--- src/rtl/ant_path_sequencer.sv ---
// rtl/ant_path_sequencer.sv - move history stack and trip sequencer for one forager ant
module ant_path_sequencer #(
    parameter int W     = 3,
    parameter int DEPTH = 32,
    parameter int DW    = 6
) (
    input  logic          Clk,
    input  logic          Rst_n,
    input  logic          Start,
    input  logic          Abort,
    input  logic          MoveValid,
    input  logic [W-1:0]  MoveIn,
    input  logic          FoodFound,
    input  logic          MoveReady,
    output logic          MoveOutValid,
    output logic [W-1:0]  MoveOut,
    output logic          Busy,
    output logic          Returning,
    output logic [DW-1:0] Depth,
    output logic          Full,
    output logic          Overflow,
    output logic          Done
);

    localparam int AW = $clog2(DEPTH);

    typedef enum logic [1:0] {
        ST_IDLE,
        ST_EXPLORE,
        ST_RETURN,
        ST_DONE
    } state_t;

    state_t        state_q, state_d;
    logic [DW-1:0] depth_q, depth_d;
    logic          overflow_q, overflow_d;
    logic          push;
    logic          full;
    logic          empty;
    logic [AW-1:0] wr_idx;
    logic [AW-1:0] top_idx;
    logic [W-1:0]  top_move;
    logic [W-1:0]  stack_mem [DEPTH];

    assign full     = (depth_q == DW'(DEPTH));
    assign empty    = (depth_q == '0);
    assign wr_idx   = AW'(depth_q);
    assign top_idx  = AW'(depth_q - DW'(1));
    assign top_move = stack_mem[top_idx];

    always_comb begin
        state_d    = state_q;
        depth_d    = depth_q;
        overflow_d = overflow_q;
        push       = 1'b0;
        if (Abort) begin
            state_d = ST_IDLE;
            depth_d = '0;
        end else begin
            case (state_q)
                ST_IDLE: begin
                    if (Start) begin
                        state_d    = ST_EXPLORE;
                        depth_d    = '0;
                        overflow_d = 1'b0;
                    end
                end
                ST_EXPLORE: begin
                    if (MoveValid) begin
                        if (full) begin
                            overflow_d = 1'b1;
                        end else begin
                            push    = 1'b1;
                            depth_d = depth_q + DW'(1);
                        end
                    end
                    if (FoodFound) begin
                        state_d = ST_RETURN;
                    end
                end
                ST_RETURN: begin
                    // Popping the last entry goes straight to DONE so the pulse lands on the next cycle.
                    if (empty) begin
                        state_d = ST_DONE;
                    end else if (MoveReady) begin
                        depth_d = depth_q - DW'(1);
                        if (depth_q == DW'(1)) begin
                            state_d = ST_DONE;
                        end
                    end
                end
                ST_DONE: begin
                    state_d = ST_IDLE;
                end
                default: begin
                    state_d = ST_IDLE;
                end
            endcase
        end
    end

    always_ff @(posedge Clk or negedge Rst_n) begin
        if (!Rst_n) begin
            state_q    <= ST_IDLE;
            depth_q    <= '0;
            overflow_q <= 1'b0;
        end else begin
            state_q    <= state_d;
            depth_q    <= depth_d;
            overflow_q <= overflow_d;
        end
    end

    always_ff @(posedge Clk) begin
        if (push) begin
            stack_mem[wr_idx] <= MoveIn;
        end
    end

    assign Returning    = (state_q == ST_RETURN);
    assign Busy         = (state_q == ST_EXPLORE) || (state_q == ST_RETURN);
    assign Done         = (state_q == ST_DONE);
    assign MoveOutValid = Returning && !empty;
    // Opposite direction is half a turn away: add 4 and let the carry fall off.
    assign MoveOut      = MoveOutValid ? (top_move + W'(4)) : '0;
    assign Depth        = depth_q;
    assign Full         = full;
    assign Overflow     = overflow_q;

endmodule

--- config.mk ---
export PLATFORM = sky130hd
export DESIGN_NAME = ant_path_sequencer
export DESIGN_NICKNAME = d
export VERILOG_FILES = /design/src/rtl/ant_path_sequencer.sv
export SDC_FILE = /design/constraint.sdc
export NUM_CORES = 1
export LEC_CHECK = 0
export ABC_CLOCK_PERIOD_IN_PS = 3250
export BUFFER_PORTS_ARGS = -buffer_cell sky130_fd_sc_hd__clkbuf_2
export CORE_MARGIN = 5
export CORE_UTILIZATION = 55
export CTS_CLUSTER_DIAMETER = 120
export DETAILED_ROUTE_END_ITERATION = 8
export HOLD_SLACK_MARGIN = 0.06
export PLACE_DENSITY = 0.82
export SLEW_MARGIN = 10
export SYNTH_ARGS = -nofsm -noshare
export SYNTH_HDL_FRONTEND = slang
export SYNTH_SLANG_ARGS = --single-unit
--- constraint.sdc ---
create_clock -name Clk -period 3.25 [get_ports Clk]
set_clock_uncertainty 0.1 [all_clocks]
set_input_delay 0.65 -clock Clk [delete_from_list [all_inputs] [get_ports Clk]]
set_output_delay 0.65 -clock Clk [all_outputs]
set_load 0.05 [all_outputs]
# After elaboration in Yosys (flattened, before gate mapping)
# Memory sizes are Yosys's and may differ from the RTL's.
# Index checks and enable logic that the tools add are counted.
word_totals:
  wordCells: 59
  out_inout_bits: 15
  memories: 1
  ff_bits: 9
  inputBits: 10
  ram_bits: 96
classes:
  bitwise_logic: 1
  n_addsub: 3
  n_eq_ne: 16
  reduce_logical: 10
  mux: 25
mem_list:
  columns: ["memory", "words", "word_bits", "read_ports", "rd_ports_with_merged_regs", "write_ports", "line", "text"]
  rows:
  - ["stack_mem", 32, 3, 1, 0, 1, "43", "logic [W-1:0] stack_mem [DEPTH];"]
ops:
  columns: ["operator", "n"]
  rows:
  - ["2-to-1 mux 6 bit", 6]
  - ["!= test 3 bit, second input constant", 6]
  - ["case mux 6 bit (3 select lines)", 1]
  - ["2-to-1 mux 2 bit", 6]
  - ["2-to-1 mux 1 bit", 9]
  - ["case mux 2 bit (4 select lines)", 1]
  - ["adder 6 x 1 -> 6 bit, second input constant", 1]
  - ["== test 6 x 1 -> 1 bit, second input constant", 1]
  - ["== test 6 bit, second input constant", 1]
  - ["logical NOT 6 bit", 1]
  - ["!= test 2 bit, second input constant", 3]
  - ["AND reduction 6 bit", 1]
  - ["subtractor 6 x 1 -> 6 bit, second input constant", 1]
  - ["AND reduction 5 bit", 1]
  - ["== test 2 bit, second input constant", 2]
  - ["!= test 4 x 2 -> 1 bit, second input constant", 1]
  - ["!= test 4 x 3 -> 1 bit, second input constant", 1]
  - ["AND reduction 4 bit", 1]
  - ["nonzero test 4 bit", 1]
  - ["adder 3 bit, second input constant", 1]
  - ["2-to-1 mux 3 bit", 1]
  - ["== test 2 x 1 -> 1 bit, second input constant", 1]
  - ["logical NOT 2 bit", 1]
  - ["case mux 1 bit (2 select lines)", 1]
  - ["5 further kinds", 5]

# Logic depth before layout (Yosys ltp)
logic_depth:
  depth_word: 7
  depth_mapped: 10
  ltp_nobuf: 7

# Worst setup path before layout
# Ideal clock, no wire load.
synth_path:
  path_type: "register to output"
  from: "register depth_q[0], in the netlist Depth[0]"
  to: "output port MoveOut[0]"
  t_required_ps: 2500
  arrival_time_ps: 3535
  path_buffers: 4
  path_slack_ps: -1035
  stages_incl_launch_ff: 11
  path_cell_list: "dfrtp_1 buf_6 buf_4 inv_1 ha_1 buf_2 clkbuf_1 mux4_2 mux2_1 o2bb2ai_1 nor3_1"
synth_via:
  elab_chain_cells: 4
  word_cells_on_any_way: 7
  classes_between: "add/sub (2); mux (1); reduce/logical (3); memory (1)"
synth_lines:
  columns: ["item", "line", "text"]
  rows:
  - ["start: declaration", "35", "logic [DW-1:0] depth_q, depth_d;"]
  - ["start signal: assignment", "109", "depth_q <= depth_d;"]
  - ["subtractor 6 x 1 -> 6 bit or logical NOT 6 bit (tied branches)", null, null]
  - ["memory (32 x 3 bit) or logical NOT 1 bit (tied branches)", null, null]
  - ["adder 3 bit or logical AND 1 bit (tied branches)", "125, 123", null]
  - ["2-to-1 mux 3 bit *", "125", "assign MoveOut = MoveOutValid ? (top_move + W'(4)) : '0;"]
  - ["end: declaration", "16", "output logic [W-1:0] MoveOut,"]
# Every way passes the cells marked *; elsewhere a longest branch is shown, timed or not.

# Final worst setup path
layout_path:
  from: "register depth_q[0], in the netlist Depth[0]"
  to: "output port MoveOut[2]"
# The elaborated chain is that of the path after synthesis.

==> out/metrics.csv <==
stage,metric,value,unit
floorplan,initial core utilization,56.0,%
synth,synth warn,0,
setup_path,worst reg-to-reg path cell count,7,
layout,Nets,359,
global_routing,largest net degree at the start of global routing,33,
power_and_ir_drop,pwr dens,778,mW/mm²
synth,"EDFF count, synth",96,
timing,relative slew slack,58.3,%
layout,share of layout cells above drive strength 1,29.1,%
routing,DRC,0,
timing,Final WS setup,0.0118,ns
floorplan,Top Ports,25,
hold_path,Worst Hold Path Cells,2,
timing,Fmax,0.309,GHz
setup_path,Setup CP Type,reg -> out,
setup_path,critical path arrival,2.49,ns
routing,drt first-iter violations,212,
floorplan,Core ar.,0.00868,mm²
status,status,"complete, no violations",
timing,Final min period,3.24,ns
synth,post-synth cell types,50,
timing,Final Hold Viols,0,
floorplan,Die Area,0.0108,mm²
synth,sequential area share after synthesis,64.0,%
timing,worst-margin pin slew,0.625,ns
clock_tree,Clock Latency Late Sink,0.36,ns
setup_path,crit start category,flop,
synth,main flop type after synthesis,edfxtp_1,
power_and_ir_drop,Pleak,1.82,nW
layout,final instance area,0.00547,mm²
routing,final wirelength,9700,µm
clock_tree,H-tree depth,3,
synth,post-synthesis async set-or-reset flop share,8.57,%
placed_design,post-detail-place hpwl,6440,µm
routing,DR vias,2796,
layout,diode count,0,
synth,syn nets,323,
global_routing,first-pass GRT wire length,15400,µm
setup_path,R2R setup slack,0.52,ns
global_routing,total track usage,18.3,%
global_routing,vias in the first global route,2808,
timing,fin crit share,99.6,%
clock_tree,clock tree buffer depth,2,
hold_path,Hold Path End,Overflow,
power_and_ir_drop,Max VDD drop,0.608,mV
synth,Yosys reg bits,105,
setup_path,CP Capture Type,primary output,
synth,Post-Syn Area,0.00486,mm²
floorplan,DIE WIDTH,104,µm
routing,via/cell ratio,6.19,
setup_path,WP data required,2.50,ns
placed_design,Placed Instance Area,0.00515,mm²
setup_path,worst reg2reg endpoint,stack_mem[15][1],
placed_design,PortBufs,24,
synth,cell count after synthesis,303,
setup_path,crit path max fanout,10,
synth,post-synth top area share,59.3,%
placed_design,Placement Setup Slack,0.130,ns
setup_path,CP Launch Point,Depth[0],
layout,Filler Cell Count,624,
hold_path,hold crit path type,reg -> reg,
synth,"area leader, netlist",edfxtp_1,
routing,WL/cell,21.4,µm
clock_tree,CTS sink count,105,
hold_path,Hold Startpoint,Overflow,
floorplan,row count,34,
layout,P&R area growth vs syn,12.6,%
floorplan,Die Y,104,µm
clock_tree,CTS root buf,clkbuf_8,
timing,RSZ-0062 raised after global routing,true,
clock_tree,CTS tree,done,
placed_design,gpl congestion,0.905,
flow_run,Max Cap Violations,0,
setup_path,Worst R2R Start,state_q[1],
global_routing,antenna violations before repair,0,
synth,Syn Area/Cell,16.0,µm²
routing,TritonRoute pass-1 iters,4,
clock_tree,Num CTS Buffers,9,
synth,top post-synthesis cells by area,"edfxtp_1 59%, mux4_2 7.4%, dfrtp_1 4.6%",
clock_tree,"CTS clk-pin slew, worst paths",0.10,ns
timing,"Setup violations, final",0,
routing,ANT nets after route,0,
global_routing,grt ovf,0,
timing,Max Slew Vio Count,0,
layout,final core utilization,63.0,%
==> final cells by class <==
class / count / area, µm² / share of cell area, %
repair buffers: 40 / 317 / 5.79
clock inverters: 7 / 62.6 / 1.14
inverters: 9 / 33.8 / 0.618
clock buffers: 9 / 124 / 2.26
well taps: 108 / 135 / 2.47
flip-flops and latches: 105 / 3110 / 56.9
multi-input cells: 174 / 1690 / 30.9
==> placed cells by master, fill, tap and decap left out, types with 3 or more instances in the layout <==
cell	n
edfxtp_1	96
nor2_1	35
clkbuf_2	21
mux4_2	16
nand2_1	13
ha_1	9
clkbuf_8	9
buf_4	9
mux4_1	8
dfrtp_1	7
a21oi_1	7
mux2_2	7
inv_1	6
nand3_1	6
nor2b_1	5
mux2i_1	4
nor3_1	4
nand3b_1	4
nand2b_1	4
o21ai_0	4
buf_12	4
nor3_4	3
mux2_1	3
or3_1	3
inv_6	3
buf_6	3
==> power breakdown <==
group          internal (mW)  switching (mW)
clock                  0.292           0.456
sequential              1.51          0.0436
combinational          0.863            1.09
total                   2.66            1.59
==> Yosys cell counts (4+ instances only) <==
cell	number
edfxtp_1	96
nor2_1	35
mux4_2	16
nand2_1	13
ha_1	10
dfrtp_1	9
a21oi_1	8
inv_1	8
mux4_1	8
mux2_2	7
nor3_1	7
nand3_1	6
nor2b_1	6
clkbuf_1	5
buf_2	4
mux2i_1	4
nand2b_1	4
nand3b_1	4
o21ai_0	4
==> kinds of logic after synthesis <==
logic type / share of synthesized area [%]
fa+ha+maj: 2.58
xor+xnor: 0.515
buf+inv: 2.65
mux: 15.2
compound gates: 6.75
simple gates: 8.34
flops: 64.0
==> state kept, by name, indices dropped and copies added (netlist names) <==
register and cells:
state_q 2, Depth 6, stack_mem 96, Overflow 1
==> per-layer routing <==
layer / wire length (µm) / global-route usage (%) / vias up
met3: 684 / 2.73 / 19
met4: 220 / 6.66 / 0
met1: 4180 / 27.5 / 1391
met5: 0 / 0 / -
met2: 4620 / 27.5 / 125
li1: - / - / 1261
==> metrics by stage <==
step | cells | TNS [ns] | power [mW] | hold WS (ns)
floorplan | 303 | 0 | 3.01 | 0.254
finish | 452 | 0 | 4.26 | 0.443
detailed placement | 426 | 0 | 3.38 | 0.422
global placement | 426 | 0 | 3.34 | 0.418
CTS | 452 | -0.00409 | 4.25 | 0.444
global route | 452 | -0.134 | 4.46 | 0.464
==> what timing repair did <==
action,CTS,global route
hold buffers,1,0
resized for setup,4,6
buffers inserted,9,0
endpoints found under the hold margin,9,0
endpoints found under the setup margin,4,3
pin swaps,3,0
==> how the worst max path moves through the flow <==
| stage | to | slack [ns] |
|---|---|---|
| after floorplan | MoveOut[2] | 0.03 |
| after global placement | MoveOut[2] | 0.18 |
| after detailed placement | MoveOut[2] | 0.13 |
| after CTS | MoveOut[2] | -0.004 |
| after global routing | MoveOut[2] | -0.08 |
| final | MoveOut[2] | 0.01 |
==> critical path, stage by stage (launching register included) <==
cell       delay, ns
dfrtp_2         0.41
inv_2           0.08
ha_4            0.33
buf_12          0.14
mux4_2          0.31
mux2_1          0.30
a2bb2oi_1       0.16
a21oi_4         0.23
buf_12          0.16
Power figures use the tool's default switching activity.
